### src/rtl/mc_cpu_core.sv
// Multicycle CPU core: register file, ALU, data memory and control FSM.
// Runs one instruction at a time, accepted over a valid/ready handshake.
module mc_cpu_core #(
  parameter  int DATA_WIDTH  = 8,
  parameter  int ADDR_BITS   = 8,
  parameter  int REG_COUNT   = 4,
  localparam int RIDX        = $clog2(REG_COUNT),
  localparam int INSTR_WIDTH = 2 + 3*RIDX + DATA_WIDTH + 4
) (
  input  logic                            clk,
  input  logic                            rst,
  input  logic                            instr_valid,
  output logic                            instr_ready,
  input  logic [INSTR_WIDTH-1:0]          instr,
  output logic                            done,
  output logic                            err,
  output logic                            zero_flag,
  output logic [REG_COUNT*DATA_WIDTH-1:0] regs_out
);

  localparam int RIDXS = $clog2(DATA_WIDTH);

  typedef enum logic [2:0] {
    IDLE       = 3'd0,
    DECODE     = 3'd1,
    EXECUTE    = 3'd2,
    MEM_ACCESS = 3'd3,
    WRITE_BACK = 3'd4
  } state_t;

  typedef enum logic [1:0] {
    T_NOP   = 2'b00,
    T_ALU   = 2'b01,
    T_LOAD  = 2'b10,
    T_STORE = 2'b11
  } itype_t;

  state_t                  state, state_next;
  logic [INSTR_WIDTH-1:0]  ir;
  logic [DATA_WIDTH-1:0]   regs [REG_COUNT];
  logic [DATA_WIDTH-1:0]   mem  [2**ADDR_BITS];
  logic [DATA_WIDTH-1:0]   op_a, op_b, op_d;
  logic [DATA_WIDTH-1:0]   ex_res, rdata, alu_out, wb_data;
  logic                    ex_ill;
  itype_t                  ty_f;
  logic [RIDX-1:0]         rd_f, rs1_f, rs2_f;
  logic [DATA_WIDTH-1:0]   off_f;
  logic [3:0]              opc_f;
  logic [ADDR_BITS-1:0]    mem_addr;
  logic                    accept, reg_we, mem_we, zf_we, done_next, err_next;

  assign ty_f   = itype_t'(ir[INSTR_WIDTH-1 -: 2]);
  assign rd_f   = ir[INSTR_WIDTH-3 -: RIDX];
  assign rs1_f  = ir[INSTR_WIDTH-3-RIDX -: RIDX];
  assign rs2_f  = ir[INSTR_WIDTH-3-2*RIDX -: RIDX];
  assign off_f  = ir[4 +: DATA_WIDTH];
  assign opc_f  = ir[3:0];

  assign instr_ready = (state == IDLE);
  assign accept      = instr_valid && instr_ready;

  // ex_res holds either the ALU result or the effective address
  assign mem_addr = ADDR_BITS'(ex_res);
  assign wb_data  = (ty_f == T_LOAD) ? rdata : ex_res;

  always_comb begin
    alu_out = '0;
    case (opc_f)
      4'd0:    alu_out = op_a + op_b;
      4'd1:    alu_out = op_a - op_b;
      4'd2:    alu_out = op_a & op_b;
      4'd3:    alu_out = op_a | op_b;
      4'd4:    alu_out = op_a ^ op_b;
      4'd5:    alu_out = op_a << op_b[RIDXS-1:0];
      4'd6:    alu_out = op_a >> op_b[RIDXS-1:0];
      default: alu_out = '0;
    endcase
  end

  always_comb begin
    state_next = state;
    reg_we     = 1'b0;
    mem_we     = 1'b0;
    zf_we      = 1'b0;
    done_next  = 1'b0;
    err_next   = 1'b0;
    case (state)
      IDLE: if (accept) state_next = DECODE;
      DECODE: begin
        if (ty_f == T_NOP) begin
          state_next = IDLE;
          done_next  = 1'b1;
        end else begin
          state_next = EXECUTE;
        end
      end
      EXECUTE: state_next = (ty_f == T_ALU) ? WRITE_BACK : MEM_ACCESS;
      MEM_ACCESS: begin
        if (ty_f == T_STORE) begin
          mem_we     = 1'b1;
          state_next = IDLE;
          done_next  = 1'b1;
        end else begin
          state_next = WRITE_BACK;
        end
      end
      WRITE_BACK: begin
        state_next = IDLE;
        done_next  = 1'b1;
        if (ty_f == T_ALU && ex_ill) begin
          err_next = 1'b1;
        end else begin
          reg_we = 1'b1;
          zf_we  = (ty_f == T_ALU);
        end
      end
      default: state_next = IDLE;
    endcase
  end

  always_ff @(posedge clk or posedge rst) begin
    if (rst) begin
      state     <= IDLE;
      ir        <= '0;
      op_a      <= '0;
      op_b      <= '0;
      op_d      <= '0;
      ex_res    <= '0;
      ex_ill    <= 1'b0;
      done      <= 1'b0;
      err       <= 1'b0;
      zero_flag <= 1'b0;
      for (int unsigned i = 0; i < REG_COUNT; i++) regs[i] <= DATA_WIDTH'(i);
    end else begin
      state <= state_next;
      done  <= done_next;
      err   <= err_next;
      if (accept) ir <= instr;
      if (state == DECODE) begin
        op_a <= regs[rs1_f];
        op_b <= regs[rs2_f];
        op_d <= regs[rd_f];
      end
      if (state == EXECUTE) begin
        ex_res <= (ty_f == T_ALU) ? alu_out : op_a + off_f;
        ex_ill <= (opc_f > 4'd6);
      end
      if (reg_we) regs[rd_f] <= wb_data;
      if (zf_we)  zero_flag  <= (wb_data == '0);
    end
  end

  // Memory has no reset so its contents survive rst
  always_ff @(posedge clk) begin
    if (mem_we) mem[mem_addr] <= op_d;
    if (state == MEM_ACCESS) rdata <= mem[mem_addr];
  end

  for (genvar g = 0; g < REG_COUNT; g++) begin : g_regs_out
    assign regs_out[g*DATA_WIDTH +: DATA_WIDTH] = regs[g];
  end

endmodule

### config.mk
export PLATFORM = sky130hd
export DESIGN_NAME = mc_cpu_core
export DESIGN_NICKNAME = d
export VERILOG_FILES = /design/src/rtl/mc_cpu_core.sv
export SDC_FILE = /design/constraint.sdc
export NUM_CORES = 2
export LEC_CHECK = 0
export CAP_MARGIN = 20
export CORE_ASPECT_RATIO = 1.4
export CORE_MARGIN = 4
export CORE_UTILIZATION = 55
export DETAILED_ROUTE_END_ITERATION = 6
export GPL_ROUTABILITY_DRIVEN = 0
export PLACE_DENSITY = 0.67
export SYNTH_ARGS = -nofsm -noshare
export SYNTH_HDL_FRONTEND = slang
export SYNTH_SLANG_ARGS = --single-unit
### constraint.sdc
create_clock -name clk -period 7.3 [get_ports clk]
set_clock_uncertainty 0.1 [all_clocks]
set_input_delay 1.825 -clock clk [delete_from_list [all_inputs] [get_ports clk]]
set_output_delay 1.825 -clock clk [all_outputs]
set_load 0.02 [all_outputs]
==> results.py <==
metrics = {
    "power_and_ir_drop": {
        "p_leak_uw": 0.0292,
        "vdd_drop_max_mv": 0.258,
        "p_per_area_nw_per_um2": 375,
    },
    "critical_path": {
        "arrival_ns": 5.14,
        "path_delay_family": "multiplexers",
        "critPathKind": "register to register",
        "max_stage_delay_ns": 0.83,
        "crit_chain": "buf_12 -> mux4_2 -> mux4_2 -> a31oi_1 -> nand2_1 -> a2111oi_2 -> nand4_1",
        "cp_slowest_cell": "dfrtp_4",
        "cp_num_buf_inv": 1,
        "cp-start-kind": "register",
        "crit_top_cell": "mux4_2",
        "crit_path_max_fanout": 93,
        "cp-end-kind": "register",
        "worst_ep_required_time_ns": 7.72,
    },
    "routing": {
        "drtAntennaViolNets": 0,
        "dr.pass1.iters": 6,
        "routed_via_density": 6.55,
        "wire_per_inst_um": 33.9,
        "wirelength_um": 216000,
        "num_vias": 41600,
        "drt_iter0_markers": 5048,
        "post-route-drc-count": 0,
    },
    "floorplan": {
        "die_w_um": 340,
        "io_pins": 59,
        "dieArea_um2": 161000,
        "floorplan.initialDensity_pct": 55.4,
        "core_area_um2": 154000,
        "die_h_um": 473,
        "row_count": 170,
    },
    "clock_tree": {
        "cts_resized": 0,
        "cts_tree": "built",
        "path_clk_slew_ns": 0.06,
        "cts_root_buffer": "clkbuf_16",
        "clk_latency_ns": 0.84,
        "clock-sinks": 2147,
        "numCtsBuffers": 191,
        "clockBufferDepth": 3,
        "htree_levels": 4,
        "hold_buffers": 0,
        "cts_setup_buffers": 0,
    },
    "global_routing": {
        "grt_overflow": 0,
        "grt_max_degree": 194,
        "grt_pass1_wl_um": 313000,
        "grt_pass1_vias": 42500,
        "grtUsageTotal_pct": 27.2,
        "grt_antenna_before_repair": 3,
    },
    "yosys": {
        "synth_edf_count": 2056,
        "ys_seq_elements": 2147,
        "ys_seq_area_share_pct": 75.3,
        "netlist_instances": 4037,
        "synth_flop_cell": "edfxtp_1",
        "synth_area_per_cell_um2": 21.1,
        "synth_cell_types": 70,
        "synthTopCellsByArea": "edfxtp_1 (73%), mux4_2 (16%), dfrtp_1 (2.6%)",
        "async_reset_ff_share_pct": 4.24,
        "synth_top_area_share_pct": 72.6,
        "syn-cell-area_um2": 85100,
        "yosysTopAreaCell": "edfxtp_1",
        "syn-num-nets": 4094,
        "ys_warn_count": 0,
    },
    "placement": {
        "dp_worst_setup_slack_ns": 2.70,
        "placed_area_um2": 87900,
        "dp_hpwl_um": 133000,
        "port_buffers": 58,
    },
    "sta": {
        "final.setup.tns_ns": 0,
        "fin_crit_sh_pct": 64.7,
        "rsz0062_at_grt": "no",
        "finalSetupViolCount": 0,
        "max_freq_mhz": 212,
        "worst_pin_slew_ns": 1.23,
        "slew_viol_final": 0,
        "finalHoldViolations": 0,
        "slew_headroom_pct": 17.5,
        "fin_ws_ns": 2.58,
        "min_period_ns": 4.72,
    },
    "cells_and_area": {
        "area_growth_pct": 10.7,
        "fin_area_um2": 94200,
        "finalNetCount": 4190,
        "fillers": 10600,
        "fin_util_pct": 61.3,
        "layout-drive-gt1-share_pct": 23.9,
        "multi_input_area_um2": 19800,
        "seq_area_um2": 64100,
    },
    "min_path": {
        "holdCritPathClass": "register to register",
    },
    "run_status": {
        "outcome": "completed",
    },
    "job": {
        "cap_violations": 0,
    },
}
cell usage in the layout, fill, tap and decap left out, drive strengths merged, types with 9 or more instances in the layout:
| cell | Yosys | final |
|---|---|---|
| nor3 | 24 | 24 |
| clkdlybuf4s50 | 0 | 58 |
| ha | 32 | 32 |
| mux4 | 604 | 604 |
| a22oi | 36 | 36 |
| nor2b | 28 | 28 |
| dfrtp | 87 | 87 |
| mux2i | 73 | 73 |
| clkinv | 1 | 85 |
| a21oi | 45 | 45 |
| nand2b | 14 | 14 |
| nand2 | 122 | 122 |
| o22ai | 28 | 28 |
| a31oi | 15 | 15 |
| mux2 | 38 | 38 |
| a22o | 17 | 17 |
| o21ai | 71 | 71 |
| a221oi | 19 | 19 |
| nand4 | 11 | 11 |
| xnor2 | 14 | 14 |
| inv | 28 | 36 |
| bufinv | 0 | 18 |
| buf | 138 | 86 |
| nand3 | 28 | 28 |
| or3 | 9 | 9 |
| clkbuf | 104 | 235 |
| edfxtp | 2056 | 2056 |
| nor2 | 303 | 303 |
flip-flops by register name (all words and copies together) (netlist names):
| register | count |
|---|---|
| op_b | 8 |
| rdata | 8 |
| ex_res | 8 |
| ex_ill | 1 |
| regs_out | 32 |
| state | 3 |
| mem | 2048 |
| err | 1 |
| zero_flag | 1 |
| ir | 20 |
| op_d | 8 |
| op_a | 8 |
| done | 1 |
layout make-up:
cell class,instances,share of cell area [%]
Timing Repair Buffer,145,1.68
Multi-Input combinational cell,1619,21.0
Clock inverter,112,1.12
Tap cell,2064,2.74
Sequential cell,2147,68.0
Inverter,29,0.117
Antenna cell,1,0.00266
Clock buffer,234,5.31
worst register-to-register path, delay by kind of cell, from the launching register on:
kind                   cells  cell delay [ns]
AOI/OAI and AO/OA          2             1.07
buffers and inverters      1             0.62
muxes                      2             1.39
DFF                        1             0.83
and+or+nand+nor            2             0.38
cell usage after synthesis (36+ instances only):
library cell,n
clkbuf_1,104
mux2_2,38
nand2_1,122
buf_2,60
dfrtp_1,87
mux2i_1,73
mux4_2,604
o21ai_0,71
edfxtp_1,2056
buf_1,36
a21oi_1,45
a22oi_1,36
nor2_1,303
kinds of logic (layout without fill, tap and decap cells):
logic type      after synthesis  count (layout)  synth area share, %
mux                         715             715                 17.4
buf+inv                     271             520                 1.56
other cells                   0               1                    0
compound gates              286             286                 2.25
fa+ha+maj                    34              34                0.518
flops                      2147            2147                 75.3
simple gates                568             568                 2.89
xor+xnor                     16              16                0.165
layer usage:
layer	vias to the layer above	part of all wire [%]	global-route usage [%]
met1	22100	36	35.4
met3	446	8.7	5.72
li1	17000	-	-
met4	2	4.8	11.4
met5	-	0.0032	0
met2	2141	51	45.4
power by group:
group          internal [uW]  switching (uW)
Sequential             14600             770
Clock                   5510            4390
Combinational           4090            5970
Total                  24200           11100
final timing paths:
path	startpoint	slack, ns	depth (start not counted)	endpoint
min reg2reg	regs_out[25]$_DFFE_PP1P_	0.41	2	regs_out[25]$_DFFE_PP1P_
max	ex_res[0]$_DFFE_PP0N_	2.58	7	rdata[0]$_DFFE_PP_
min	regs_out[25]$_DFFE_PP1P_	0.41	2	regs_out[25]$_DFFE_PP1P_
max in group asynchronous	rst	4.56	3	ex_res[3]$_DFFE_PP0N_
max reg2reg	ex_res[0]$_DFFE_PP0N_	2.58	7	rdata[0]$_DFFE_PP_
min in group asynchronous	rst	1.34	2	regs_out[0]$_DFFE_PP0P_
metrics by stage:
| stage | power [uW] | hold slack, ns | instances |
|---|---|---|---|
| CTS | 35400 | 0.415 | 6340 |
| finish | 35400 | 0.411 | 6351 |
| global route | 36600 | 0.432 | 6351 |
| floorplan | 22000 | 0.383 | 4037 |
| detailed placement | 25600 | 0.402 | 5994 |
| global placement | 25500 | 0.398 | 5992 |
Power figures use the tool's default switching activity.
